==> config.mk <==
export PLATFORM = sky130hd
export DESIGN_NAME = nrf_spi_master
export DESIGN_NICKNAME = d
export VERILOG_FILES = /design/src/rtl/nrf_spi_master.sv
export SDC_FILE = /design/constraint.sdc
export NUM_CORES = 1
export LEC_CHECK = 0
export BUFFER_PORTS_ARGS = -buffer_cell sky130_fd_sc_hd__buf_4
export CAP_MARGIN = 40
export CORE_ASPECT_RATIO = 2
export CORE_MARGIN = 4
export CORE_UTILIZATION = 43
export CTS_CLUSTER_SIZE = 24
export DETAILED_ROUTE_END_ITERATION = 8
export GPL_TIMING_DRIVEN = 0
export HOLD_SLACK_MARGIN = 0.12
export SLEW_MARGIN = 20
export SYNTH_ARGS = -nofsm -noshare
export SYNTH_HDL_FRONTEND = slang
export SYNTH_SLANG_ARGS = --single-unit
==> constraint.sdc <==
create_clock -name i_Clk -period 5.2 [get_ports i_Clk]
set_input_delay 0.26 -clock i_Clk [delete_from_list [all_inputs] [get_ports i_Clk]]
set_output_delay 0.26 -clock i_Clk [all_outputs]
set_load 0.01 [all_outputs]
==> src/rtl/nrf_spi_master.sv <==
// nrf_spi_master: mode-0 SPI byte master for the nRF24L01 that owns CSN setup/hold timing; defining SPI_BYTE_COUNT_EN adds o_Byte_Count
module nrf_spi_master #(
  parameter int CLKS_PER_HALF_BIT = 2,
  parameter int CS_SETUP_CLKS = 2,
  parameter int CS_HOLD_CLKS = 2
) (
  input  logic       i_Clk,
  input  logic       i_Rst_L,
  input  logic [7:0] i_TX_Byte,
  input  logic       i_TX_DV,
  output logic       o_TX_Ready,
  output logic [7:0] o_RX_Byte,
  output logic       o_RX_DV,
  input  logic       i_SPI_Csn,
  output logic       o_SPI_Clk,
  output logic       o_SPI_MOSI,
  input  logic       i_SPI_MISO,
  output logic       o_SPI_CSn
`ifdef SPI_BYTE_COUNT_EN
  ,
  output logic [7:0] o_Byte_Count
`endif
);
  localparam logic [1:0] IDLE = 2'd0, SETUP = 2'd1, SHIFT = 2'd2, HOLD = 2'd3;
  logic [1:0] state;
  logic [15:0] cnt;
  logic [2:0] bit_cnt;
  logic [7:0] tx_sh, rx_sh;
  logic half_done, accept, done;
  assign half_done = cnt == 16'(CLKS_PER_HALF_BIT - 1);
  assign accept = state == IDLE && i_TX_DV && o_TX_Ready;
  assign done = state == SHIFT && half_done && o_SPI_Clk && bit_cnt == 3'd7;
  assign o_SPI_MOSI = tx_sh[7];
  always_ff @(posedge i_Clk) begin
    if (!i_Rst_L) begin
      state <= IDLE;
      cnt <= '0;
      bit_cnt <= '0;
      tx_sh <= '0;
      rx_sh <= '0;
      o_TX_Ready <= 1'b0;
      o_RX_Byte <= '0;
      o_RX_DV <= 1'b0;
      o_SPI_Clk <= 1'b0;
      o_SPI_CSn <= 1'b1;
    end else begin
      o_RX_DV <= 1'b0;
      case (state)
        IDLE:
          if (accept) begin
            tx_sh <= i_TX_Byte;
            o_TX_Ready <= 1'b0;
            cnt <= '0;
            bit_cnt <= '0;
            o_SPI_CSn <= 1'b0;
            state <= o_SPI_CSn ? SETUP : SHIFT;
          end else if (!o_SPI_CSn && i_SPI_Csn) begin
            o_TX_Ready <= 1'b0;
            cnt <= 16'd1;
            state <= HOLD;
          end else
            o_TX_Ready <= 1'b1;
        SETUP:
          if (cnt == 16'(CS_SETUP_CLKS - 1)) begin
            cnt <= '0;
            state <= SHIFT;
          end else
            cnt <= cnt + 16'd1;
        SHIFT:
          if (half_done) begin
            cnt <= '0;
            o_SPI_Clk <= !o_SPI_Clk;
            if (!o_SPI_Clk)
              rx_sh <= {rx_sh[6:0], i_SPI_MISO};
            else begin
              tx_sh <= {tx_sh[6:0], 1'b0};
              bit_cnt <= bit_cnt + 3'd1;
            end
            if (done) begin
              o_RX_Byte <= rx_sh;
              o_RX_DV <= 1'b1;
              o_TX_Ready <= 1'b1;
              state <= IDLE;
            end
          end else
            cnt <= cnt + 16'd1;
        HOLD:
          if (cnt >= 16'(CS_HOLD_CLKS - 1)) begin
            o_SPI_CSn <= 1'b1;
            state <= IDLE;
          end else
            cnt <= cnt + 16'd1;
      endcase
    end
  end
`ifdef SPI_BYTE_COUNT_EN
  always_ff @(posedge i_Clk) begin
    if (!i_Rst_L)
      o_Byte_Count <= '0;
    else if (accept && o_SPI_CSn)
      o_Byte_Count <= '0;
    else if (done && o_Byte_Count != 8'hFF)
      o_Byte_Count <= o_Byte_Count + 8'd1;
  end
`endif
endmodule

=== Yosys cells after proc, flatten, opt, wreduce, memory -nomap -nowiden ===
Index checks and enable logic that the tools add are counted.

* Input bits: 13
* Flip-flop bits (word level): 49
* Output and inout port bits: 13

* Add/sub/neg operators: 2
* Bitwise gates (word level): 1
* Equal/unequal tests: 13
* Order comparisons: 1
* Reductions and logical operators: 21
* Muxes and demuxes: 30

{| class="wikitable"
|+ Operator list
! operator !! number
|-
| 16-bit two-way mux || 4
|-
| 16-bit one-hot mux with 3 select lines || 1
|-
| 8-bit two-way mux || 3
|-
| 16-bit by 1-bit adder with 16-bit output (second input constant) || 1
|-
| 16-bit by 1-bit equality test with 1-bit output (second input constant) || 1
|-
| 16-bit by 1-bit greater-or-equal comparator with 1-bit output (second input constant) || 1
|-
| 8-bit one-hot mux with 2 select lines || 1
|-
| 3-bit AND reduction || 5
|-
| 2-bit two-way mux || 7
|-
| 2-bit != test (second input constant) || 7
|-
| 3-bit two-way mux || 3
|-
| 2-bit one-hot mux with 4 select lines || 1
|-
| 1-bit two-way mux || 7
|-
| 1-bit logical AND || 6
|-
| 3-bit one-hot mux with 2 select lines || 1
|-
| 5-bit AND reduction || 1
|-
| 2-bit equality test (second input constant) || 2
|-
| 1-bit one-hot mux with 2 select lines || 2
|-
| 2-bit AND reduction || 2
|-
| 4-bit AND reduction || 1
|-
| 2-bit nonzero test || 2
|-
| 3-bit by 1-bit adder with 3-bit output (second input constant) || 1
|-
| 3-bit equality test (second input constant) || 1
|-
| 3-bit by 2-bit != test with 1-bit output (second input constant) || 1
|-
| 5 further kinds || 6
|}

=== Longest topological paths before layout ===
Gate-level depths: netlist of the first run.

* Depth in word-level cells: 7
* Mapped depth: 9
* Depth with buffers taken out: 7

=== Worst setup path after synthesis of the first run ===
No wires, ideal clock.

* Path type: flip-flop to flip-flop
* Start point: reg cnt[1]
* End point: reg cnt[7]
* Library setup time: 115 ps
* Setup slack: 2835 ps
* Buffers on the path: 1
* Required time: 5085 ps
* Arrival: 2251 ps
* Cell stages (with the launch flop): 8
* Cells stage by stage: dfxtp_1 > inv_1 > ha_1 > or4b_2 > o41a_4 > o31ai_4 > buf_4 > nor2_1

* Cells in the longest elaborated chain, start to end: 3
* Elaborated cells between the ends (all ways): 8
* Classes of those cells: add/sub (1); order compare (1); eq/ne (2); mux (3); reduce/logical (1)

{| class="wikitable"
|+ Ends and longest elaborated chain
! element !! RTL line !! RTL
|-
| start, declared || 26 || <nowiki>logic [15:0] cnt;</nowiki>
|-
| start signal, assigned || 68 || <nowiki>cnt <= cnt + 16'd1;</nowiki>
|-
| start signal, assigned || 86 || <nowiki>cnt <= cnt + 16'd1;</nowiki>
|-
| start signal, assigned || 92 || <nowiki>cnt <= cnt + 16'd1;</nowiki>
|-
| 16-bit by 1-bit adder with 16-bit output, or another cell as far along || 68, 86, 92 ||
|-
| 16-bit two-way mux, or another cell as far along || 88 || <nowiki>if (cnt >= 16'(CS_HOLD_CLKS - 1)) begin</nowiki>
|-
| 16-bit one-hot mux with 3 select lines / 2-bit AND reduction (equally long branches) || n/a ||
|}

Several ways; a longest one is shown, not always the timed one. The select of a mux whose other input is x is not followed.
A chain may end at the register's enable or synchronous reset.

=== Worst setup path in the final report of the first run ===
* Start point: reg state[0]
* End point: reg tx_sh[2]

* Cells in the longest elaborated chain, start to end: 5
* Elaborated cells between the ends (all ways): 10
* Classes of those cells: eq/ne (4); mux (1); reduce/logical (5)

{| class="wikitable"
|+ Ends and longest elaborated chain
! element !! RTL line !! RTL
|-
| start, declared || 25 || <nowiki>logic [1:0] state;</nowiki>
|-
| start signal, assigned || 56 || <nowiki>state <= o_SPI_CSn ? SETUP : SHIFT;</nowiki>
|-
| 2-bit zero test || 31, 48 ||
|-
| 1-bit logical AND (2 in a row) || 31 || <nowiki>assign accept = state == IDLE && i_TX_DV && o_TX_Ready;</nowiki>
|-
| 2-bit != test (no line) || n/a ||
|-
| 4-bit AND reduction (no line) || n/a ||
|-
| end signal, assigned || 51 || <nowiki>tx_sh <= i_TX_Byte;</nowiki>
|-
| end signal, assigned || 76 || <nowiki>tx_sh <= {tx_sh[6:0], 1'b0};</nowiki>
|-
| end, declared || 28 || <nowiki>logic [7:0] tx_sh, rx_sh;</nowiki>
|}

Several ways; a longest one is shown, not always the timed one.

==> results of run 1 <==
## through the flow
step                      setup slack [ns]  area (um^2)  power, mW  instances
after global routing                  2.24         2750       1.31        369
after floorplan                       2.83         2390      0.835        276
after global placement                2.47         2640      0.972        360
final                                 2.54         2750       1.21        369
after detailed placement              2.57         2650      0.975        361
after CTS                             2.55         2750       1.22        369
## power by group
group,internal (mW),switching [mW]
Clock,0.111,0.135
Sequential,0.425,0.0414
Combinational,0.194,0.306
## cells in the mapped netlist, types with 5 or more instances
cell type | count | area [um^2]
dfxtp_1 | 49 | 981
nor2_1 | 37 | 139
nand2_1 | 27 | 101
nand3_1 | 25 | 125
o21ai_0 | 20 | 100
nand4_1 | 12 | 75.1
ha_1 | 10 | 125
clkbuf_1 | 9 | 33.8
o221a_2 | 8 | 90.1
xor2_1 | 8 | 70.1
inv_1 | 6 | 22.5
xnor2_1 | 6 | 52.6
a21oi_1 | 5 | 25.0
nor4_1 | 5 | 31.3
## cells by family after synthesis
group / count (synthesis)
flip-flops: 49
multiplexers: 3
AO/OA/AOI/OAI: 49
adder cells (fa/ha/maj): 10
XOR/XNOR: 14
AND/OR/NAND/NOR: 132
buffers and inverters: 19
## layer usage
layer	up-vias	GRT usage	wire length, um
met4	0	0.0912	195
met5	-	0	0
met1	963	0.192	2180
met3	15	0.0263	114
li1	1057	-	-
met2	34	0.327	3180
## final cells by class
cell class | instances | area (um^2)
inverter | 6 | 22.5
tap | 60 | 75.1
multi-input combinational | 208 | 1320
clock inverter | 2 | 17.5
buffer | 13 | 61.3
clock buffer | 6 | 82.6
fill | 551 | 2670
timing repair buffer | 25 | 185
sequential | 49 | 981
## sequential cells by signal (all words and copies together), names as in the netlist
| signal | cells |
|---|---|
| cnt | 16 |
| o_RX_DV | 1 |
| bit_cnt | 3 |
| tx_sh | 8 |
| state | 2 |
| o_TX_Ready | 1 |
| o_RX_Byte | 8 |
| o_SPI_CSn | 1 |
| rx_sh | 8 |
| o_SPI_Clk | 1 |
## worst paths after layout
kind                                                 from                        end  slack (ns)  cells after the start
worst max-delay path                state[0]$_SDFFE_PN0P_      tx_sh[2]$_SDFFE_PN0P_        2.54                      8
worst min-delay path                         i_TX_Byte[0]      tx_sh[0]$_SDFFE_PN0P_        0.19                      3
worst max register to register      state[0]$_SDFFE_PN0P_      tx_sh[2]$_SDFFE_PN0P_        2.54                      8
worst min register to register  o_RX_Byte[7]$_SDFFE_PN0P_  o_RX_Byte[7]$_SDFFE_PN0P_        0.46                      2
## cells in the final DEF (no fill, tap or decap), types with 3 or more instances in the layout
cell / instances
a21oi_1: 5
and3_1: 4
and4_1: 4
buf_4: 25
clkbuf_1: 9
clkbuf_8: 6
dfxtp_1: 49
ha_1: 10
inv_1: 6
mux2i_1: 3
nand2_1: 27
nand3_1: 25
nand4_1: 12
nor2_1: 37
nor3_1: 4
nor4_1: 5
o21ai_0: 20
o221a_2: 8
xnor2_1: 6
xor2_1: 8
## critical path: cells and delay by family (launching register included)
family          cells  cell delay [ns]
fa+ha+maj           1             0.20
buf+inv             3             0.62
compound gates      4             1.37
flops               1             0.41
==> impl_metrics.tcl, run 1 <==
set metrics [dict create \
    tritoncts "built" \
    io-pin-count 26 \
    holdWs_ns 0.190 \
    dr_total_vias 2069 \
    cts.reportedPaths.clkPinSlew_ns 0.10 \
    worstPathRequired_ns 5.45 \
    slew_violations 0 \
    cap_violations 0 \
    period_minus_slack_ns 2.66 \
    setup_tns_ns 0 \
    syn_to_final_growth_pct 15.1 \
    viasPerCell 5.61 \
    criticalPathCategory "register to register" \
    antenna_left 0 \
    skew_ns 0.0144 \
    hpwl_mm 4.29 \
    powerDensity_nw_per_um2 441 \
    antenna-diode-count 0 \
    utilization 0.507 \
    cp_max_fo 10 \
    fmax_ghz 0.376 \
    cts_sinks 49 \
    cts_setup_buffers 0 \
    layout.nets 331 \
    crit_arrival_ns 2.91 \
    synth-simple-area-share 0.278 \
    syn_avg_cell_area_um2 8.65 \
    grt_antenna_before_repair 0 \
    rsz0062_at_grt "no" \
    drive_above_1_share 0.178 \
    hold_violations 0 \
    status "completed" \
    initial_core_util 0.440 \
    grt_max_degree 17 \
    drt_first_pass_iters 5 \
    cts_root_buf "clkbuf_8" \
    cp_common_cell "clkbuf_1" \
    drc_errors 0 \
    hold_class "input port to register" \
    grt_pass1_wl_mm 9.45 \
    wl_per_cell_um 15.4 \
    syn_area_um2 2390 \
    synth_xor_area_frac 0.0514 \
    gp_congestion 0.874 \
    worst_slew_pin_slew_ns 0.751 \
    htreeDepth 2 \
    cp_slowest_cell "a21oi_1" \
    synth_edf_count 0 \
    synthArstFlopShare 0 \
    syn_nets 299 \
    cp-end-kind "register" \
    synth-adder-area-share 0.0524 \
    grtUsageTotal 0.181 \
    core_area_um2 5420 \
    io_buffers 24 \
    max_slew_margin 0.499 \
    synth_warnings 0 \
    clock_path_buffers 2 \
    synth-compound-area-share 0.159 \
    synthMuxAreaShare 0.0126 \
    synth_seq_cells 49 \
    cts_hold_buf 0 \
    die_area_um2 6880 \
    die_w_um 60.7 \
    synthFlopType "dfxtp_1" \
    final-setup-viol-count 0 \
    drt_iter0_markers 84 \
    power_leakage_nw 1.04 \
    crit_chain "inv_1, ha_1, clkbuf_1, a21bo_2, clkbuf_1, o21ai_0, a21oi_1, o221a_2" \
    routed_wl_mm 5.67 \
    cts_resized 0 \
    period_share 0.511 \
    start_kind "register" \
    grt_pass1_vias 2008 \
    tritoncts.num_buffers 5 \
    netlist_instances 276 \
    grt.overflow.total 0 \
    synth-seq-area-share 0.411 \
    die_height_um 113 \
    max-vdd-ir-drop_v 0.000240 \
    synth_top_family_by_area "simple AND/OR/NAND/NOR gates" \
    rows 38 \
    cpPeakStageDelay_ns 0.63 \
    synth.distinct_cells 46 \
    clock_latency_ns 0.31 \
]
Power figures use the tool's default switching activity.
==> inputs of run 2 (changes only) <==
==> constraint.sdc (replaced) <==
create_clock -name i_Clk -period 2.5 [get_ports i_Clk]
set_input_delay 0.125 -clock i_Clk [delete_from_list [all_inputs] [get_ports i_Clk]]
set_output_delay 0.125 -clock i_Clk [all_outputs]
set_load 0.01 [all_outputs]
==> run 2 against run 1 <==
  * Clock power grew 110%
  * Flip-flop and latch count is the same
  * Non-clock buffer count grew 3
  * Setup slack lost 2.4 ns
  * Cell count grew 0.81%
  * Maximum frequency grew 10%
  * Power grew 110%
  * Count of clock-buffer cells in the layout is the same
  * Hold slack lost 0.0052 ns
  * Via count grew 0.72%
  * Largest cell class unchanged
==> impl_metrics.tcl, run 2 (same netlist as run 1, synthesis figures left out) <==
set metrics [dict create \
    hpwl_mm 4.29 \
    period_share 0.963 \
    cts.reportedPaths.clkPinSlew_ns 0.10 \
    grt_use_met3 0.0251 \
    worst_slew_pin_slew_ns 0.596 \
    tritoncts "built" \
    hold_violations 0 \
    viasPerCell 5.60 \
    drive_above_1_share 0.196 \
    cts_sinks 49 \
    syn_to_final_growth_pct 18.2 \
    grt_max_degree 17 \
    setup_tns_ns 0 \
    die_w_um 60.7 \
    cp_max_fo 7 \
    largest_reg_flops 16 \
    initial_core_util 0.440 \
    cp-end-kind "register" \
    fin_cells 372 \
    clkPwrFrac 0.196 \
    routed_wl_mm 5.76 \
    cts_root_buf "clkbuf_8" \
    rsz0062_at_grt "no" \
    power_frac_seq 0.373 \
    layout.nets 334 \
    grtUsageMet2 0.332 \
    slew_violations 0 \
    die_height_um 113 \
    crit_arrival_ns 2.62 \
    clock_path_buffers 2 \
    io-pin-count 26 \
    met1_usage 0.192 \
    clock_latency_ns 0.31 \
    dr_total_vias 2084 \
    final_area_um2 2820 \
    rows 38 \
    grtUsageTotal 0.183 \
    period_minus_slack_ns 2.41 \
    fmax_ghz 0.415 \
    core_area_um2 5420 \
    min_from "i_TX_Byte[6]" \
    start_kind "register" \
    multiInputGateArea_um2 1360 \
    grt_antenna_before_repair 0 \
    status "completed" \
    max_slew_margin 0.600 \
    fin_ws_ns 0.0914 \
    criticalPathCategory "register to register" \
    layout_commonest_cell "dfxtp_1" \
    io_buffers 24 \
    largest_register "cnt" \
    cap_violations 0 \
    intPower_mw 1.57 \
    fill_cells 547 \
    drt_first_pass_iters 4 \
    tritoncts.num_buffers 5 \
    dp_slack_ns -0.134 \
    switchingPower_mw 1.04 \
    swShare 0.399 \
    die_area_um2 6880 \
    drc_errors 0 \
    power_leakage_nw 1.06 \
    grt.overflow.total 0 \
    max-vdd-ir-drop_v 0.000524 \
    ff_latch_area_um2 982 \
    grt.busiest_layer "met2" \
    grt_pass1_vias 2042 \
    critPathLaunch "cnt[1]$_SDFFE_PN0P_" \
    worstPathRequired_ns 2.72 \
    r2r_start "cnt[1]$_SDFFE_PN0P_" \
    final-setup-viol-count 0 \
    hold_class "input port to register" \
    most-common-layout-cells "48 x dfxtp_1, 37 x nor2_1, 27 x nand2_1" \
    combinationalPowerShare 0.431 \
    htreeDepth 2 \
    powerDensity_nw_per_um2 924 \
    grt_pass1_wl_mm 9.56 \
    gp_congestion 0.874 \
    placed_cell_area_um2 2650 \
    dp.cells 361 \
    antenna_left 0 \
    wl_per_cell_um 15.5 \
    skew_ns 0.0112 \
    antenna-diode-count 0 \
    drt_iter0_markers 94 \
]
==> run 2: cell types whose count changed in the layout (fill, tap and decap cells not counted), sizes merged <==
cell | before | now
buf | 29 | 31
dlygate4sd3 | 0 | 2
clkbuf | 15 | 14
==> run 2: power groups by stage <==
stage / sequential, mW / combinational, mW / clock, mW
after floorplan: 0.976 / 0.762 / 0
after global placement: 0.987 / 1.04 / 0
after detailed placement: 0.986 / 1.04 / 0
after CTS: 0.969 / 1.08 / 0.525
after global routing: 0.985 / 1.26 / 0.560
final: 0.972 / 1.12 / 0.512
==> run 2: worst paths after layout <==
check,endpoint,slack [ns],cells past startpoint
min reg2reg,o_RX_Byte[7]$_SDFFE_PN0P_,0.46,2
min,tx_sh[6]$_SDFFE_PN0P_,0.19,4
max reg2reg,cnt[13]$_SDFFE_PN0P_,0.09,7
max,cnt[13]$_SDFFE_PN0P_,0.09,7
==> run 2: per-stage QoR <==
| stage | power [mW] | hold slack (ns) | utilization |
|---|---|---|---|
| after global placement | 2.02 | 0.367 | 0.487 |
| after floorplan | 1.74 | 0.265 | - |
| after global routing | 2.81 | 0.195 | 0.521 |
| final | 2.61 | 0.185 | 0.521 |
| after detailed placement | 2.03 | 0.372 | 0.488 |
| after CTS | 2.58 | 0.179 | 0.515 |
==> run 2: timing repair <==
action,4_1_cts,5_1_grt
pin swaps,1,1
endpoints found under the hold margin,2,0
gates resized for setup,4,7
setup buffers,1,0
setup endpoints to repair,21,27
cloned,0,1
hold buffers,2,0
==> run 2: critical path, stage by stage, from the launching register on <==
cell and delay [ns]:
dfxtp_2 0.38, inv_1 0.07, ha_1 0.26, or4b_4 0.53
o41a_4 0.44, o31ai_4 0.37, buf_4 0.22, nor2_1 0.05
==> run 2: area by class of cell <==
cell class | count | share of cell area
Tap cell | 60 | 0.0266
Inverter | 6 | 0.00798
Multi-Input combinational cell | 208 | 0.482
Clock inverter | 2 | 0.00621
Clock buffer | 6 | 0.0293
Sequential cell | 49 | 0.348
Timing Repair Buffer | 29 | 0.0780
Buffer | 12 | 0.0217
==> run 2: routing by layer <==
layer | part of all wire | up-vias | wire length [um]
li1 | - | 1070 | -
met1 | 0.38 | 970 | 2200
met2 | 0.56 | 27 | 3230
met3 | 0.017 | 17 | 100
met4 | 0.039 | 0 | 225
met5 | 0 | - | 0
